## config.mk

```make
export PLATFORM = sky130hd
export DESIGN_NAME = cpu_state_dumper_flat
export DESIGN_NICKNAME = d
export VERILOG_FILES = /design/src/rtl/cpu_state_dumper_if.sv /design/src/rtl/cpu_state_dumper.sv /design/src/flat_wrapper.sv
export SDC_FILE = /design/constraint.sdc
export NUM_CORES = 1
export LEC_CHECK = 0
export BUFFER_PORTS_ARGS = -buffer_cell sky130_fd_sc_hd__buf_2
export CAP_MARGIN = 15
export CORE_MARGIN = 2
export CORE_UTILIZATION = 56
export DETAILED_ROUTE_END_ITERATION = 8
export PLACE_DENSITY = 0.84
export REMOVE_ABC_BUFFERS = 1
export SYNTH_ARGS = -nofsm -noshare
export SYNTH_HDL_FRONTEND = slang
export SYNTH_SLANG_ARGS = --single-unit
```

## constraint.sdc

```tcl
create_clock -name CLK -period 4.5 [get_ports CLK]
set_input_delay 0.9 -clock CLK [delete_from_list [all_inputs] [get_ports CLK]]
set_output_delay 0.9 -clock CLK [all_outputs]
set_load 0.01 [all_outputs]
```

## src/rtl/cpu_state_dumper_if.sv

```systemverilog
// cpu_state_dumper_if
//   Valid/ready stream carrying the words of a halt dump.
//   The master (the dumper) drives valid/kind/index/data/last.
//   The slave (the sink) drives ready.
//   valid  : word present
//   ready  : sink accepts the word
//   kind   : 0 = memory word, 1 = register (or checksum) word
//   index  : memory address, or register index zero-extended
//   data   : word value
//   last   : final word of the dump
interface cpu_state_dumper_if #(
    parameter int DATA_W = 16,
    parameter int IDX_W  = 8
);
    logic              valid;
    logic              ready;
    logic              kind;
    logic [IDX_W-1:0]  index;
    logic [DATA_W-1:0] data;
    logic              last;

    modport master (output valid, kind, index, data, last, input ready);
    modport slave  (input valid, kind, index, data, last, output ready);
endinterface

```

## src/rtl/cpu_state_dumper.sv

```systemverilog
// cpu_state_dumper
//   On a 1->0 edge of do_halt, reads a window of data memory, then the
//   register file, and streams every word out over the dump interface.
//   Build option: define DUMP_CHECKSUM_EN to append one checksum word
//   (sum of all emitted words mod 2^DATA_W) after the last register.
// Ports:
//   CLK        system clock, posedge
//   rst        asynchronous active-low reset
//   do_halt    CPU halt flag, active-low; falling edge requests a dump
//   mem_raddr  memory read address (data expected the following cycle)
//   mem_rdata  memory read data
//   reg_raddr  register file read address (data expected the following cycle)
//   reg_rdata  register file read data
//   dump       output word stream (master side)
//   dump_busy  dump in progress
//   dump_done  dump finished; sticky until do_halt returns high
//
// state | meaning
// ------+--------------------------------------------------------------
// IDLE  | armed, waiting for a falling edge of do_halt
// READ  | present the current index on the selected read port
// WAIT  | capture read data into the output word, raise valid
// EMIT  | hold the word until accepted, then advance the index
// DONE  | dump complete; wait for do_halt high to re-arm
module cpu_state_dumper #(
    parameter int DATA_W         = 16,
    parameter int MEM_ADDR_W     = 8,
    parameter int MEM_DUMP_BASE  = 0,
    parameter int MEM_DUMP_DEPTH = 16,
    parameter int NUM_REGS       = 8,
    parameter int REG_ADDR_W     = 3
) (
    input  logic                  CLK,
    input  logic                  rst,
    input  logic                  do_halt,
    output logic [MEM_ADDR_W-1:0] mem_raddr,
    input  logic [DATA_W-1:0]     mem_rdata,
    output logic [REG_ADDR_W-1:0] reg_raddr,
    input  logic [DATA_W-1:0]     reg_rdata,
    cpu_state_dumper_if.master    dump,
    output logic                  dump_busy,
    output logic                  dump_done
);

    localparam int CNT_W = (MEM_DUMP_DEPTH > 0) ? $clog2(MEM_DUMP_DEPTH + 1) : 1;
    localparam logic [REG_ADDR_W-1:0] REG_LAST = REG_ADDR_W'(NUM_REGS - 1);

    typedef enum logic [2:0] {IDLE, READ, WAIT, EMIT, DONE} state_t;
    typedef enum logic [1:0] {PH_MEM, PH_REG, PH_CSUM} phase_t;

    state_t                state, state_nxt;
    phase_t                phase;
    logic                  do_halt_q;
    logic [MEM_ADDR_W-1:0] mem_idx;
    logic [CNT_W-1:0]      mem_left;
    logic [REG_ADDR_W-1:0] reg_idx;
    logic                  start;
    logic                  hs;
`ifdef DUMP_CHECKSUM_EN
    logic [DATA_W-1:0]     acc;
`endif

    assign start = do_halt_q & ~do_halt;
    assign hs    = dump.valid & dump.ready;

    always_ff @(posedge CLK or negedge rst) begin
        if (!rst) begin
            state <= IDLE;
        end else begin
            state <= state_nxt;
        end
    end

    // The registered last flag is the single source of "dump ends here",
    // whether the final word is the last register or the checksum.
    always_comb begin
        state_nxt = state;
        case (state)
            IDLE: if (start) state_nxt = READ;
            READ: state_nxt = WAIT;
            WAIT: state_nxt = EMIT;
            EMIT: if (hs) state_nxt = dump.last ? DONE : READ;
            DONE: if (do_halt) state_nxt = IDLE;
            default: state_nxt = IDLE;
        endcase
    end

    always_ff @(posedge CLK or negedge rst) begin
        if (!rst) begin
            do_halt_q  <= 1'b1;
            phase      <= PH_MEM;
            mem_idx    <= '0;
            mem_left   <= '0;
            reg_idx    <= '0;
            mem_raddr  <= '0;
            reg_raddr  <= '0;
            dump.valid <= 1'b0;
            dump.kind  <= 1'b0;
            dump.index <= '0;
            dump.data  <= '0;
            dump.last  <= 1'b0;
            dump_busy  <= 1'b0;
            dump_done  <= 1'b0;
`ifdef DUMP_CHECKSUM_EN
            acc        <= '0;
`endif
        end else begin
            do_halt_q <= do_halt;
            case (state)
                IDLE: begin
                    if (start) begin
                        phase     <= (MEM_DUMP_DEPTH == 0) ? PH_REG : PH_MEM;
                        mem_idx   <= MEM_ADDR_W'(MEM_DUMP_BASE);
                        mem_left  <= CNT_W'(MEM_DUMP_DEPTH);
                        reg_idx   <= '0;
                        dump_busy <= 1'b1;
`ifdef DUMP_CHECKSUM_EN
                        acc       <= '0;
`endif
                    end
                end
                READ: begin
                    if (phase == PH_MEM) begin
                        mem_raddr <= mem_idx;
                    end else if (phase == PH_REG) begin
                        reg_raddr <= reg_idx;
                    end
                end
                WAIT: begin
                    dump.valid <= 1'b1;
                    case (phase)
                        PH_MEM: begin
                            dump.kind  <= 1'b0;
                            dump.index <= mem_idx;
                            dump.data  <= mem_rdata;
                            dump.last  <= 1'b0;
                        end
                        PH_REG: begin
                            dump.kind  <= 1'b1;
                            dump.index <= MEM_ADDR_W'(reg_idx);
                            dump.data  <= reg_rdata;
`ifdef DUMP_CHECKSUM_EN
                            dump.last  <= 1'b0;
`else
                            dump.last  <= (reg_idx == REG_LAST);
`endif
                        end
`ifdef DUMP_CHECKSUM_EN
                        PH_CSUM: begin
                            dump.kind  <= 1'b1;
                            dump.index <= '1;
                            dump.data  <= acc;
                            dump.last  <= 1'b1;
                        end
`endif
                        default: ;
                    endcase
                end
                EMIT: begin
                    if (hs) begin
                        dump.valid <= 1'b0;
`ifdef DUMP_CHECKSUM_EN
                        acc <= acc + dump.data;
`endif
                        if (dump.last) begin
                            dump_busy <= 1'b0;
                            dump_done <= 1'b1;
                        end else if (phase == PH_MEM) begin
                            // Address wraps naturally at 2^MEM_ADDR_W.
                            mem_idx  <= mem_idx + MEM_ADDR_W'(1);
                            mem_left <= mem_left - CNT_W'(1);
                            if (mem_left == CNT_W'(1)) begin
                                phase   <= PH_REG;
                                reg_idx <= '0;
                            end
                        end else begin
`ifdef DUMP_CHECKSUM_EN
                            if (reg_idx == REG_LAST) begin
                                phase <= PH_CSUM;
                            end else begin
                                reg_idx <= reg_idx + REG_ADDR_W'(1);
                            end
`else
                            reg_idx <= reg_idx + REG_ADDR_W'(1);
`endif
                        end
                    end
                end
                DONE: begin
                    if (do_halt) dump_done <= 1'b0;
                end
                default: ;
            endcase
        end
    end

endmodule
```

## src/flat_wrapper.sv

```systemverilog
// flat-port wrapper written by rule: the top's interface ports become plain ports
module cpu_state_dumper_flat 
#(
    parameter int DATA_W         = 16,
    parameter int MEM_ADDR_W     = 8,
    parameter int MEM_DUMP_BASE  = 0,
    parameter int MEM_DUMP_DEPTH = 16,
    parameter int NUM_REGS       = 8,
    parameter int REG_ADDR_W     = 3
)
  (CLK, rst, do_halt, mem_raddr, mem_rdata, reg_raddr, reg_rdata, dump_busy, dump_done, dump_valid, dump_kind, dump_index, dump_data, dump_last, dump_ready);
  cpu_state_dumper_if #(.DATA_W(DATA_W)) dump_i ();
  input  logic CLK;
  input  logic rst;
  input  logic do_halt;
  output logic [MEM_ADDR_W-1:0] mem_raddr;
  input  logic [DATA_W-1:0] mem_rdata;
  output logic [REG_ADDR_W-1:0] reg_raddr;
  input  logic [DATA_W-1:0] reg_rdata;
  output logic dump_busy;
  output logic dump_done;
  output wire logic [$bits(dump_i.valid)-1:0] dump_valid;
  output wire logic [$bits(dump_i.kind)-1:0] dump_kind;
  output wire logic [$bits(dump_i.index)-1:0] dump_index;
  output wire logic [$bits(dump_i.data)-1:0] dump_data;
  output wire logic [$bits(dump_i.last)-1:0] dump_last;
  input wire logic [$bits(dump_i.ready)-1:0] dump_ready;
  assign dump_valid = dump_i.valid;
  assign dump_kind = dump_i.kind;
  assign dump_index = dump_i.index;
  assign dump_data = dump_i.data;
  assign dump_last = dump_i.last;
  assign dump_i.ready = dump_ready;
  cpu_state_dumper #(.DATA_W(DATA_W), .MEM_ADDR_W(MEM_ADDR_W), .MEM_DUMP_BASE(MEM_DUMP_BASE), .MEM_DUMP_DEPTH(MEM_DUMP_DEPTH), .NUM_REGS(NUM_REGS), .REG_ADDR_W(REG_ADDR_W)) u_core (.CLK(CLK), .rst(rst), .do_halt(do_halt), .mem_raddr(mem_raddr), .mem_rdata(mem_rdata), .reg_raddr(reg_raddr), .reg_rdata(reg_rdata), .dump(dump_i), .dump_busy(dump_busy), .dump_done(dump_done));
endmodule
```

==> metrics.txt, run 1 <==
CP Data Arrival Time 2.36 ns; Core ar. 0.00475 mm2; GR Util met3 0.0678; All-Layer GR Usage 0.224; port buffer count 75; post-CTS setup buffers 0; FP Rows 25; Fin Hold WS 0.463 ns; Power Total 2090 uW; DP Wirelength 3980 um; Area after DPL 0.00319 mm2; max_cap viols 0; Via-to-Cell Ratio ~5.4; Final ANT Viol Nets 0; Num CTS Buffers 9; Worst-Skew Late Latency 0.33 ns; CP max FO 21; post-place setup slack 2.04 ns; vias in the first global route 2043; Yosys cell types 39; initial antenna violation count 0; clock slew at reported path FFs 0.07 ns; Fillers between 300 and 400; DR vias roughly 2200; CTS tree built; CTS Sinks 61; RSZ-0062 raised after global routing no; met1 GRT Util 0.297; CP Capture Type flip-flop; Reg area ~0.0015 mm2; Final GP Congestion 0.774; initial DRC count 183; most frequently used flop master after synthesis dfrtp_1; busiest layer in global routing met2; area of the multi-input gates around 0.0012 mm2; GR Overflow Total 0; layout cells sized above 1 0.327; Die Area 0.00557 mm2; Remaining DRCs 0; Hold WC Path Type flip-flop to flip-flop; DIE WIDTH 74.6 um; Gate Count Post-Synth ~260; critical path type input port to flip-flop; Post-synth EDFFs 0; Avg Inst Size Synth 10.7 um2; Clock Path Buffers 2; Power Density a little over 600 mW/mm2; Post-Synthesis Cell Area 0.00279 mm2; Worst setup SP type input port; ys async rst share 1.00; Initial Utilization 0.587; period utilization 0.476; Pleak 0.00179 uW; worst slew pin tran approximately 0.87 ns; skew final 0.00387 ns; post-route worst setup slack 2.36 ns; drt wl/cell between 10 and 15 um; Slew Limit Fails 0; final hold violation count 0; routed wire length about 5800 um; Syn. warnings 0; DR pass1 iterations 4; Die Height 74.6 um; Final min period 2.14 ns; largest net degree at the start of global routing 46; ANT cells 0; Setup TNS 0 ns; required time of the critical path 4.71 ns; status finished, final reports clean; hold_buf cts 0; Max Clk Rate around 470 MHz; Area Growth Syn to Fin 23.2%; post-synthesis sequential area ratio 0.547; relative slew slack 0.419; # IOs 76; PostCTS Resize Cnt 0; worst vdd ir 0.351 mV; Final setup viols 0; CTS Root Cell clkbuf_8; R2R cell count 4; GR Layer Usage met2 0.351; Nets approximately 380; Final Cell Area 0.00344 mm2; Synth Register Bits between 60 and 70; H-tree depth 3; global-route wire length before repair 9270 um; hold depth 2
==> cell usage in the layout, fill, tap and decap left out, drive strengths merged <==
| cell type | n |
|---|---|
| nor3b | 3 |
| ha | 5 |
| nor3 | 1 |
| and3 | 4 |
| a22oi | 1 |
| inv | 5 |
| o21ai | 26 |
| nand4 | 2 |
| o31ai | 4 |
| dfrtp | 60 |
| dfstp | 1 |
| nand3b | 5 |
| nand4b | 1 |
| clkinv | 1 |
| nor4 | 1 |
| buf | 78 |
| or2 | 1 |
| a31oi | 2 |
| nor2b | 2 |
| o41ai | 1 |
| bufinv | 3 |
| or3 | 7 |
| nand2b | 1 |
| a22o | 3 |
| a21oi | 10 |
| nand3 | 2 |
| o22ai | 1 |
| nand2 | 51 |
| mux2 | 12 |
| or4 | 3 |
| clkbuf | 11 |
| or3b | 1 |
| a211oi | 1 |
| and2 | 2 |
| mux2i | 21 |
| nor2 | 6 |
==> per-stage QoR <==
step / utilization / instances
5_1_grt: 0.723 / 406
3_3_place_gp: 0.672 / 391
2_1_floorplan: - / 246
3_5_place_dp: 0.672 / 391
6_report: 0.723 / 406
4_1_cts: 0.723 / 406
==> registers in the layout (all words and copies together) (netlist names), 3 cells and up <==
register           count
u_core.reg_raddr       3
u_core.reg_idx         3
u_core.state           3
u_core.dump.data      16
u_core.dump.index      8
u_core.mem_raddr       8
u_core.mem_idx         8
u_core.mem_left        5
==> cell type report <==
type	instances	area share
Sequential cell	61	0.444
Inverter	5	0.00546
Tap cell	67	0.0244
Multi-Input combinational cell	180	0.339
Clock inverter	4	0.0276
Timing Repair Buffer	78	0.116
Clock buffer	11	0.0440
==> critical path: stages <==
cell and delay (ns):
buf_2 0.10, and3_1 0.24, a22oi_2 0.60, nor2_1 0.20, mux2_2 0.31
==> path summary, 6_finish.rpt <==
path | startpoint | end | slack [ns]
setup / recovery | dump_ready | u_core.reg_idx[0]$_DFFE_PN0P_ | 2.36
hold / removal | u_core.dump.index[5]$_DFFE_PN0P_ | u_core.dump.index[5]$_DFFE_PN0P_ | 0.46
setup reg to reg | u_core.state[0]$_DFFE_PN0P_ | u_core.reg_idx[0]$_DFFE_PN0P_ | 2.51
hold reg to reg | u_core.dump.index[5]$_DFFE_PN0P_ | u_core.dump.index[5]$_DFFE_PN0P_ | 0.46
max in group asynchronous | rst | u_core.dump.index[4]$_DFFE_PN0P_ | 3.00
min in group asynchronous | rst | u_core.dump.data[10]$_DFFE_PN0P_ | 0.68
==> logic make-up (layout without fill, tap and decap cells) <==
group           count (synthesis)  in the layout  synth area share
compound gates                 49             49             0.102
fa+ha+maj                       5              5            0.0224
buf+inv                        21             98            0.0354
flops                          61             61             0.547
mux                            33             33             0.124
simple gates                   93             93             0.169
==> cells in the mapped netlist (5+ instances only) <==
master | instances | share of area
dfrtp_1 | 60 | 0.54
nand2_1 | 51 | 0.069
o21ai_0 | 26 | 0.047
mux2i_1 | 21 | 0.075
mux2_2 | 12 | 0.048
a21oi_1 | 10 | 0.018
clkbuf_1 | 9 | 0.012
or3_1 | 7 | 0.016
ha_1 | 5 | 0.022
inv_1 | 5 | 0.0067
nand3b_1 | 5 | 0.013
nor2_1 | 5 | 0.0067
==> per-layer routing <==
layer	wire length, um	up-vias
met5	0	-
met4	90	0
met3	459	8
met2	2710	79
met1	2500	1051
li1	-	1066
==> where the power goes <==
part	internal (uW)	switching, uW
clock network	394	201
logic	286	377
registers	719	113
total	1400	690
Note: power is estimated with default switching activity, not from simulation.
==> run 2: changes to the inputs <==
--- a/config.mk
+++ b/config.mk
@@ -5,12 +5,13 @@
 export SDC_FILE = /design/constraint.sdc
 export NUM_CORES = 1
 export LEC_CHECK = 0
+export ABC_AREA = 1
 export BUFFER_PORTS_ARGS = -buffer_cell sky130_fd_sc_hd__buf_2
 export CAP_MARGIN = 15
 export CORE_MARGIN = 2
-export CORE_UTILIZATION = 56
+export CORE_UTILIZATION = 53
 export DETAILED_ROUTE_END_ITERATION = 8
-export PLACE_DENSITY = 0.84
+export PLACE_DENSITY = 0.8
 export REMOVE_ABC_BUFFERS = 1
 export SYNTH_ARGS = -nofsm -noshare
 export SYNTH_HDL_FRONTEND = slang
==> constraint.sdc (replaced) <==
create_clock -name CLK -period 2 [get_ports CLK]
set_input_delay 0.4 -clock CLK [delete_from_list [all_inputs] [get_ports CLK]]
set_output_delay 0.4 -clock CLK [all_outputs]
set_load 0.01 [all_outputs]
==> run 2 against run 1 <==
Net effect:
- combinational power rose to 3.3 times the previous value
- largest power group is now combinational logic
- routed wire length rose by 17%
- design area rose by 4.6%
- clock skew barely moved
- global-route usage rose by 1.0 points
- largest cell class unchanged
- core utilization fell by 6.6 points
- die area rose by 13%
- setup slack got worse by 2.1 ns
- hold slack got worse by 0.46 ns
==> metrics.txt, run 2 <==
skew final 0.00349 ns (-0.000374 ns); Cell Count, Final, Fillers Out 520 (+28%); Slew Limit Fails 0 (unchanged); max FFs per register 16 (unchanged); Max Clk Rate 561 MHz; Final setup viols 0 (unchanged); busiest layer in global routing met2; CTS Sinks 61 (unchanged); GR Overflow Total 0 (unchanged); Syn. warnings 0 (unchanged); post-synthesis sequential area ratio 0.511 (-0.0366); Clock Path Buffers 2 (unchanged); Final ANT Viol Nets 0 (unchanged); Area after DPL 0.00344 mm2 (+7.7%); Worst-Skew Late Latency 0.33 ns (about the same); port buffer count 75 (unchanged); PostCTS Resize Cnt 0 (unchanged); FP Rows 27 (+8.0%); sequential fraction of design power 0.373 (-0.025); Logic pwr share 0.444 (+0.127); met1 GRT Util 0.297 (about the same); Inst Count DP 504 (+29%); Final GP Congestion 0.809 (+4.5%); worst vdd ir 0.871 mV (+150%); CP cell instances nand3_4 > nand2_1 > nand2_1 > nor2_2 > nand2_1 > nand2_1 > nand2_1; CTS Root Cell clkbuf_8; Remaining DRCs 0 (unchanged); DR pass1 iterations 4 (unchanged); global-route wire length before repair 11500 um (+24%); CP max FO 18 (-14%); most used cell, CP nand2_1; All-Layer GR Usage 0.235 (+0.0102); layout cells sized above 1 0.246 (-0.0819); Yosys cell types 28 (-28%); Worst setup SP type flip-flop; Buf/Inv on CP 0 (-1); most frequent cells in the layout nand2_1 (115), buf_2 (75), dfrtp_1 (60); Via-to-Cell Ratio 5.13 (-5.5%); slowest CP cell dfrtp_1; worst slew pin tran 0.480 ns (-0.392 ns); Pint 2800 uW (+100%); Power Density 1380 mW/mm2 (+130%); post-CTS setup buffers 0 (unchanged); most flop-heavy register u_core.dump.data; Max stage delay on crit path 0.54 ns (-0.06 ns); # IOs 76 (unchanged); Final Cell Area 0.00360 mm2 (+4.6%); initial antenna violation count 0 (unchanged); CTS tree built; Area Growth Syn to Fin 20.3%; largest net degree at the start of global routing 45 (-2.2%); most frequent cell after synthesis nand2_1; critical path type flip-flop to flip-flop; period utilization 0.891; H-tree depth 3 (unchanged); Switch Pwr 2170 uW (+210%); list of most frequent post-synthesis cells nand2_1 (115), dfrtp_1 (60), nor2_1 (58); Post-synth EDFFs 0 (unchanged); Die Height 79.1 um (+6.1%); hold_buf cts 0 (unchanged); max_cap viols 0 (unchanged); Setup TNS 0 ns (unchanged); ANT cells 0 (unchanged); most frequently used flop master after synthesis dfrtp_1; status finished, final reports clean; Top Family by Delay on Critical Path simple AND/OR/NAND/NOR gates; clock slew at reported path FFs 0.06 ns (about the same); GR Util met3 0.0602 (-0.00752); Post-Synthesis Cell Area 0.00299 mm2 (+7.2%); Pleak 0.00190 uW (+6.4%); ys async rst share 1.00 (unchanged); Synth area leaders dfrtp_1 (50%), nand2_1 (14%), nor2_1 (7.3%); RSZ-0062 raised after global routing no; Net Sw Frac 0.437 (+0.106); Avg Inst Size Synth 8.13 um2 (-24%); initial DRC count 155 (-15%); leading area contributor after synthesis dfrtp_1; DR vias 2669 (+21%); Die Area 0.00626 mm2 (+13%); Hold WC Path Type input port to asynchronous set/reset pin; CP Data Arrival Time 2.00 ns (-0.36 ns); Initial Utilization 0.547 (-0.0405); drt wl/cell 13.0 um (-8.5%); Nets 484 (+29%); commonest non-fill, non-tap cell in the layout nand2_1; Synth Register Bits 61 (unchanged); Core ar. 0.00547 mm2 (+15%); Num CTS Buffers 9 (unchanged); DP Wirelength 4760 um (+20%); fin util 0.658 (-0.0659); share of the synthesized area in the top cell type 0.502 (-0.0360); Gate Count Post-Synth 368 (+40%); reg-to-reg slack, setup 0.22 ns (-2.29 ns); CP Capture Type flip-flop; final hold violation count 0 (unchanged); Clk network pwr share 0.183 (-0.102); DIE WIDTH 79.1 um (+6.1%); relative slew slack 0.679 (+0.261); routed wire length 6740 um (+17%); Fillers 477 (+36%); GR Layer Usage met2 0.398 (+0.0473); Final min period between 1.5 and 2 ns; required time of the critical path 2.22 ns (-2.49 ns); vias in the first global route 2639 (+29%); Power Total 4960 uW (+140%)
-- run 2: cell count changes in the layout (fill, tap and decap cells not counted), moves of 10 or more --
cell     change
inv_1       +13
nor2_1      +53
nand3_1     +21
mux2i_1     -21
o31ai_1     +17
mux2_2      -10
nand2_1     +64
a21oi_1     -10
-- run 2: area by class of cell --
class	count	area, um2	area share
repair buffers	81	445	0.124
clock inverters	4	25.0	0.00695
well taps	72	90.1	0.0250
inverters	20	75.1	0.0209
flip-flops and latches	61	1530	0.425
clock buffers	12	135	0.0376
multi-input cells	270	1300	0.361
-- run 2: cell families (layout without fill, tap and decap cells) --
| family | count (synthesis) | count (layout) | share of synthesized area |
|---|---|---|---|
| compound gates | 47 | 47 | 0.0979 |
| mux | 2 | 2 | 0.00753 |
| simple gates | 213 | 213 | 0.299 |
| buf+inv | 37 | 117 | 0.0548 |
| flops | 61 | 61 | 0.511 |
| xor+xnor | 3 | 3 | 0.00878 |
| fa+ha+maj | 5 | 5 | 0.0209 |
-- run 2: metal layers --
| layer | vias up | part of all wire |
|---|---|---|
| li1 | 1348 | - |
| met1 | 1243 | 0.47 |
| met2 | 67 | 0.47 |
| met3 | 11 | 0.043 |
| met4 | 0 | 0.017 |
| met5 | - | 0 |
-- run 2: path summary, 6_finish.rpt --
kind,startpoint,endpoint,depth (start not counted)
max in group asynchronous,rst,u_core.mem_idx[4]$_DFFE_PN0P_,2
hold / removal,rst,u_core.dump.data[8]$_DFFE_PN0P_,1
hold reg to reg,u_core.mem_raddr[5]$_DFFE_PN0P_,u_core.mem_raddr[5]$_DFFE_PN0P_,2
setup reg to reg,u_core.state[0]$_DFFE_PN0P_,u_core.reg_idx[1]$_DFFE_PN0P_,7
min in group CLK,do_halt,u_core.do_halt_q$_DFF_PN1_,1
setup / recovery,u_core.state[0]$_DFFE_PN0P_,u_core.reg_idx[1]$_DFFE_PN0P_,7
-- run 2: stage by stage --
stage	worst slack (ns)	hold slack, ns
floorplan	-0.138	0.104
global placement	0.376	0.362
detailed placement	0.293	0.370
CTS	0.241	0.0149
global route	0.0329	0.0298
finish	0.218	0.00656
-- run 2: power by group through the flow --
| stage | clock network (uW) | registers, uW | logic, uW |
|---|---|---|---|
| 2_1_floorplan | 0 | 1980 | 1280 |
| 3_3_place_gp | 0 | 1850 | 2100 |
| 3_5_place_dp | 0 | 1870 | 2190 |
| 4_1_cts | 927 | 1850 | 2210 |
| 5_1_grt | 981 | 1900 | 2500 |
| 6_report | 909 | 1850 | 2200 |
==> run 3: changes to the inputs <==
--- a/config.mk
+++ b/config.mk
@@ -5,13 +5,12 @@
 export SDC_FILE = /design/constraint.sdc
 export NUM_CORES = 1
 export LEC_CHECK = 0
-export ABC_AREA = 1
 export BUFFER_PORTS_ARGS = -buffer_cell sky130_fd_sc_hd__buf_2
 export CAP_MARGIN = 15
 export CORE_MARGIN = 2
-export CORE_UTILIZATION = 53
+export CORE_UTILIZATION = 56
 export DETAILED_ROUTE_END_ITERATION = 8
-export PLACE_DENSITY = 0.8
+export PLACE_DENSITY = 0.84
 export REMOVE_ABC_BUFFERS = 1
 export SYNTH_ARGS = -nofsm -noshare
 export SYNTH_HDL_FRONTEND = slang
==> constraint.sdc (replaced) <==
create_clock -name CLK -period 2.09 [get_ports CLK]
set_input_delay 0.418 -clock CLK [delete_from_list [all_inputs] [get_ports CLK]]
set_output_delay 0.418 -clock CLK [all_outputs]
set_load 0.01 [all_outputs]
==> run 3 against run 2 <==
Net effect:
- critical endpoint is now u_core.mem_idx[6]$_DFFE_PN0P_
- sequential share of layout area grew 2.1 points
- total power is 14% lower
- critical path depth fell by 3
- highest routed layer unchanged
==> metrics.txt, run 3 (synthesized netlist as in run 1, its figures left out) <==
status finished, final reports clean; Fillers 365 (-23%); largest net degree at the start of global routing 62 (+38%); Area after DPL 0.00323 mm2 (-6.1%); worst r2r src u_core.state[0]$_DFFE_PN0P_; most frequent cells in the layout buf_2 (75), dfrtp_1 (60), nand2_1 (51); initial antenna violation count 0 (unchanged); port buffer count 75 (unchanged); GR Overflow Total 0 (unchanged); post-CTS setup buffers 0 (unchanged); Die Area 0.00557 mm2 (-11%); clock slew at reported path FFs 0.06 ns (about the same); Max Clk Rate 531 MHz (-5.4%); layout cells sized above 1 0.327 (+0.0819); Num CTS Buffers 9 (unchanged); Core ar. 0.00475 mm2 (-13%); global-route wire length before repair 9510 um (-17%); required time of the critical path 2.35 ns (+0.13 ns); most flop-heavy register u_core.dump.data; relative slew slack 0.654 (-0.0259); Reg area 0.00153 mm2 (unchanged); period utilization 0.901 (+0.0101); CTS tree built; GR Layer Usage met2 0.383 (-0.0148); RR Endpoint u_core.mem_idx[6]$_DFFE_PN0P_; DR vias 2274 (-15%); Inst Count DP 394 (-22%); Remaining DRCs 0 (unchanged); ANT cells 0 (unchanged); Cell Count, Final, Fillers Out 409 (-21%); Max stage delay on crit path 0.53 ns (about the same); PostCTS Resize Cnt 0 (unchanged); DP Wirelength 4070 um (-15%); Top Family by Delay on Critical Path simple AND/OR/NAND/NOR gates; DR pass1 iterations 4 (unchanged); RSZ-0062 raised after global routing no; Die Height 74.6 um (-5.7%); H-tree depth 3 (unchanged); busiest layer in global routing met2; area of the multi-input gates 0.00118 mm2 (-9.0%); # IOs 76 (unchanged); Worst setup SP type flip-flop; hold_buf cts 0 (unchanged); CP max FO 10 (-8); Final GP Congestion 0.805 (-0.48%); Power Density 1240 mW/mm2 (-9.9%); reg-to-reg slack, setup 0.21 ns (about the same); GR Util met3 0.0813 (+0.0211); Slew Limit Fails 0 (unchanged); worst slew pin tran 0.520 ns (+0.0395 ns); Via-to-Cell Ratio 5.56 (+8.3%); slowest CP cell or4_1; All-Layer GR Usage 0.226 (-0.00896); Hold WC Path Type input port to asynchronous set/reset pin; worst vdd ir 0.682 mV (-22%); drt wl/cell 14.8 um (+14%); max_cap viols 0 (unchanged); Final min period 1.88 ns (+0.101 ns); Area Growth Syn to Fin 22.8%; Final setup viols 0 (unchanged); Buf/Inv on CP 0 (unchanged); Setup TNS 0 ns (unchanged); Final Cell Area 0.00343 mm2 (-4.8%); CTS Sinks 61 (unchanged); Initial Utilization 0.587 (+0.0405); vias in the first global route 2151 (-18%); commonest non-fill, non-tap cell in the layout buf_2; max FFs per register 16 (unchanged); FP Rows 25 (-7.4%); Pleak 0.00178 uW (-6.4%); met1 GRT Util 0.271 (-0.0264); Clock Path Buffers 2 (unchanged); CP cell instances nor3b_4 > a22oi_2 > or4_1 > a21oi_1; Nets 380 (-21%); initial DRC count 179 (+15%); DIE WIDTH 74.6 um (-5.7%); CP Data Arrival Time 2.14 ns (+0.14 ns); Final ANT Viol Nets 0 (unchanged); CP Capture Type flip-flop; Worst-Skew Late Latency 0.33 ns (about the same); skew final 0.00619 ns (+0.00269 ns); critical path type flip-flop to flip-flop; final hold violation count 0 (unchanged); fin util 0.721 (+0.0633); R2R cell count 4 (-3); routed wire length 6050 um (-10%); CTS Root Cell clkbuf_8
## run 3: cell types whose count changed in the layout (fill, tap and decap cells not counted), sizes merged, moves of 15 or more
cell | previous run | this run
nor2 | 62 | 6
nand2 | 120 | 51
mux2i | 0 | 21
nand3 | 25 | 2
inv | 20 | 5
o31ai | 21 | 4
## run 3: how the worst max path moves through the flow
stage | from | to | slack, ns | cells after the start
2_1_floorplan | u_core.phase[0]$_DFFE_PN0P_ | u_core.mem_left[4]$_DFFE_PN0P_ | -0.0007 | 4
3_3_place_gp | dump_ready | u_core.mem_left[4]$_DFFE_PN0P_ | 0.24 | 5
3_5_place_dp | u_core.state[1]$_DFFE_PN0P_ | u_core.mem_left[4]$_DFFE_PN0P_ | 0.15 | 4
4_1_cts | u_core.state[1]$_DFFE_PN0P_ | u_core.mem_left[4]$_DFFE_PN0P_ | 0.15 | 4
5_1_grt | u_core.state[0]$_DFFE_PN0P_ | u_core.mem_idx[5]$_DFFE_PN0P_ | 0.10 | 4
6_report | u_core.state[0]$_DFFE_PN0P_ | u_core.mem_idx[6]$_DFFE_PN0P_ | 0.21 | 4
## run 3: area by class of cell
cell class | count | share of cell area
Clock inverter | 2 | 0.0102
Multi-Input combinational cell | 181 | 0.345
Sequential cell | 61 | 0.446
Inverter | 5 | 0.00548
Tap cell | 67 | 0.0245
Timing Repair Buffer | 81 | 0.126
Clock buffer | 12 | 0.0424
## run 3: power by group
part	leakage (uW)	internal [uW]	switching, uW	total [uW]
registers	0.000788	1550	272	1820
clock network	0.0000923	569	426	995
logic	0.000900	635	809	1440
## run 3: stage by stage
step | total power, uW | hold slack [ns] | setup WS [ns]
finish | 4260 | 0.0730 | 0.207
global route | 4560 | 0.106 | 0.103
CTS | 4260 | 0.0972 | 0.154
detailed placement | 3270 | 0.452 | 0.150
global placement | 3190 | 0.445 | 0.241
floorplan | 2690 | 0.122 | -0.000745
## run 3: metal layers
| metal | up-vias | wire length (um) |
|---|---|---|
| li1 | 1073 | - |
| met1 | 1090 | 2550 |
| met2 | 99 | 2860 |
| met3 | 12 | 542 |
| met4 | 0 | 98 |
| met5 | - | 0 |
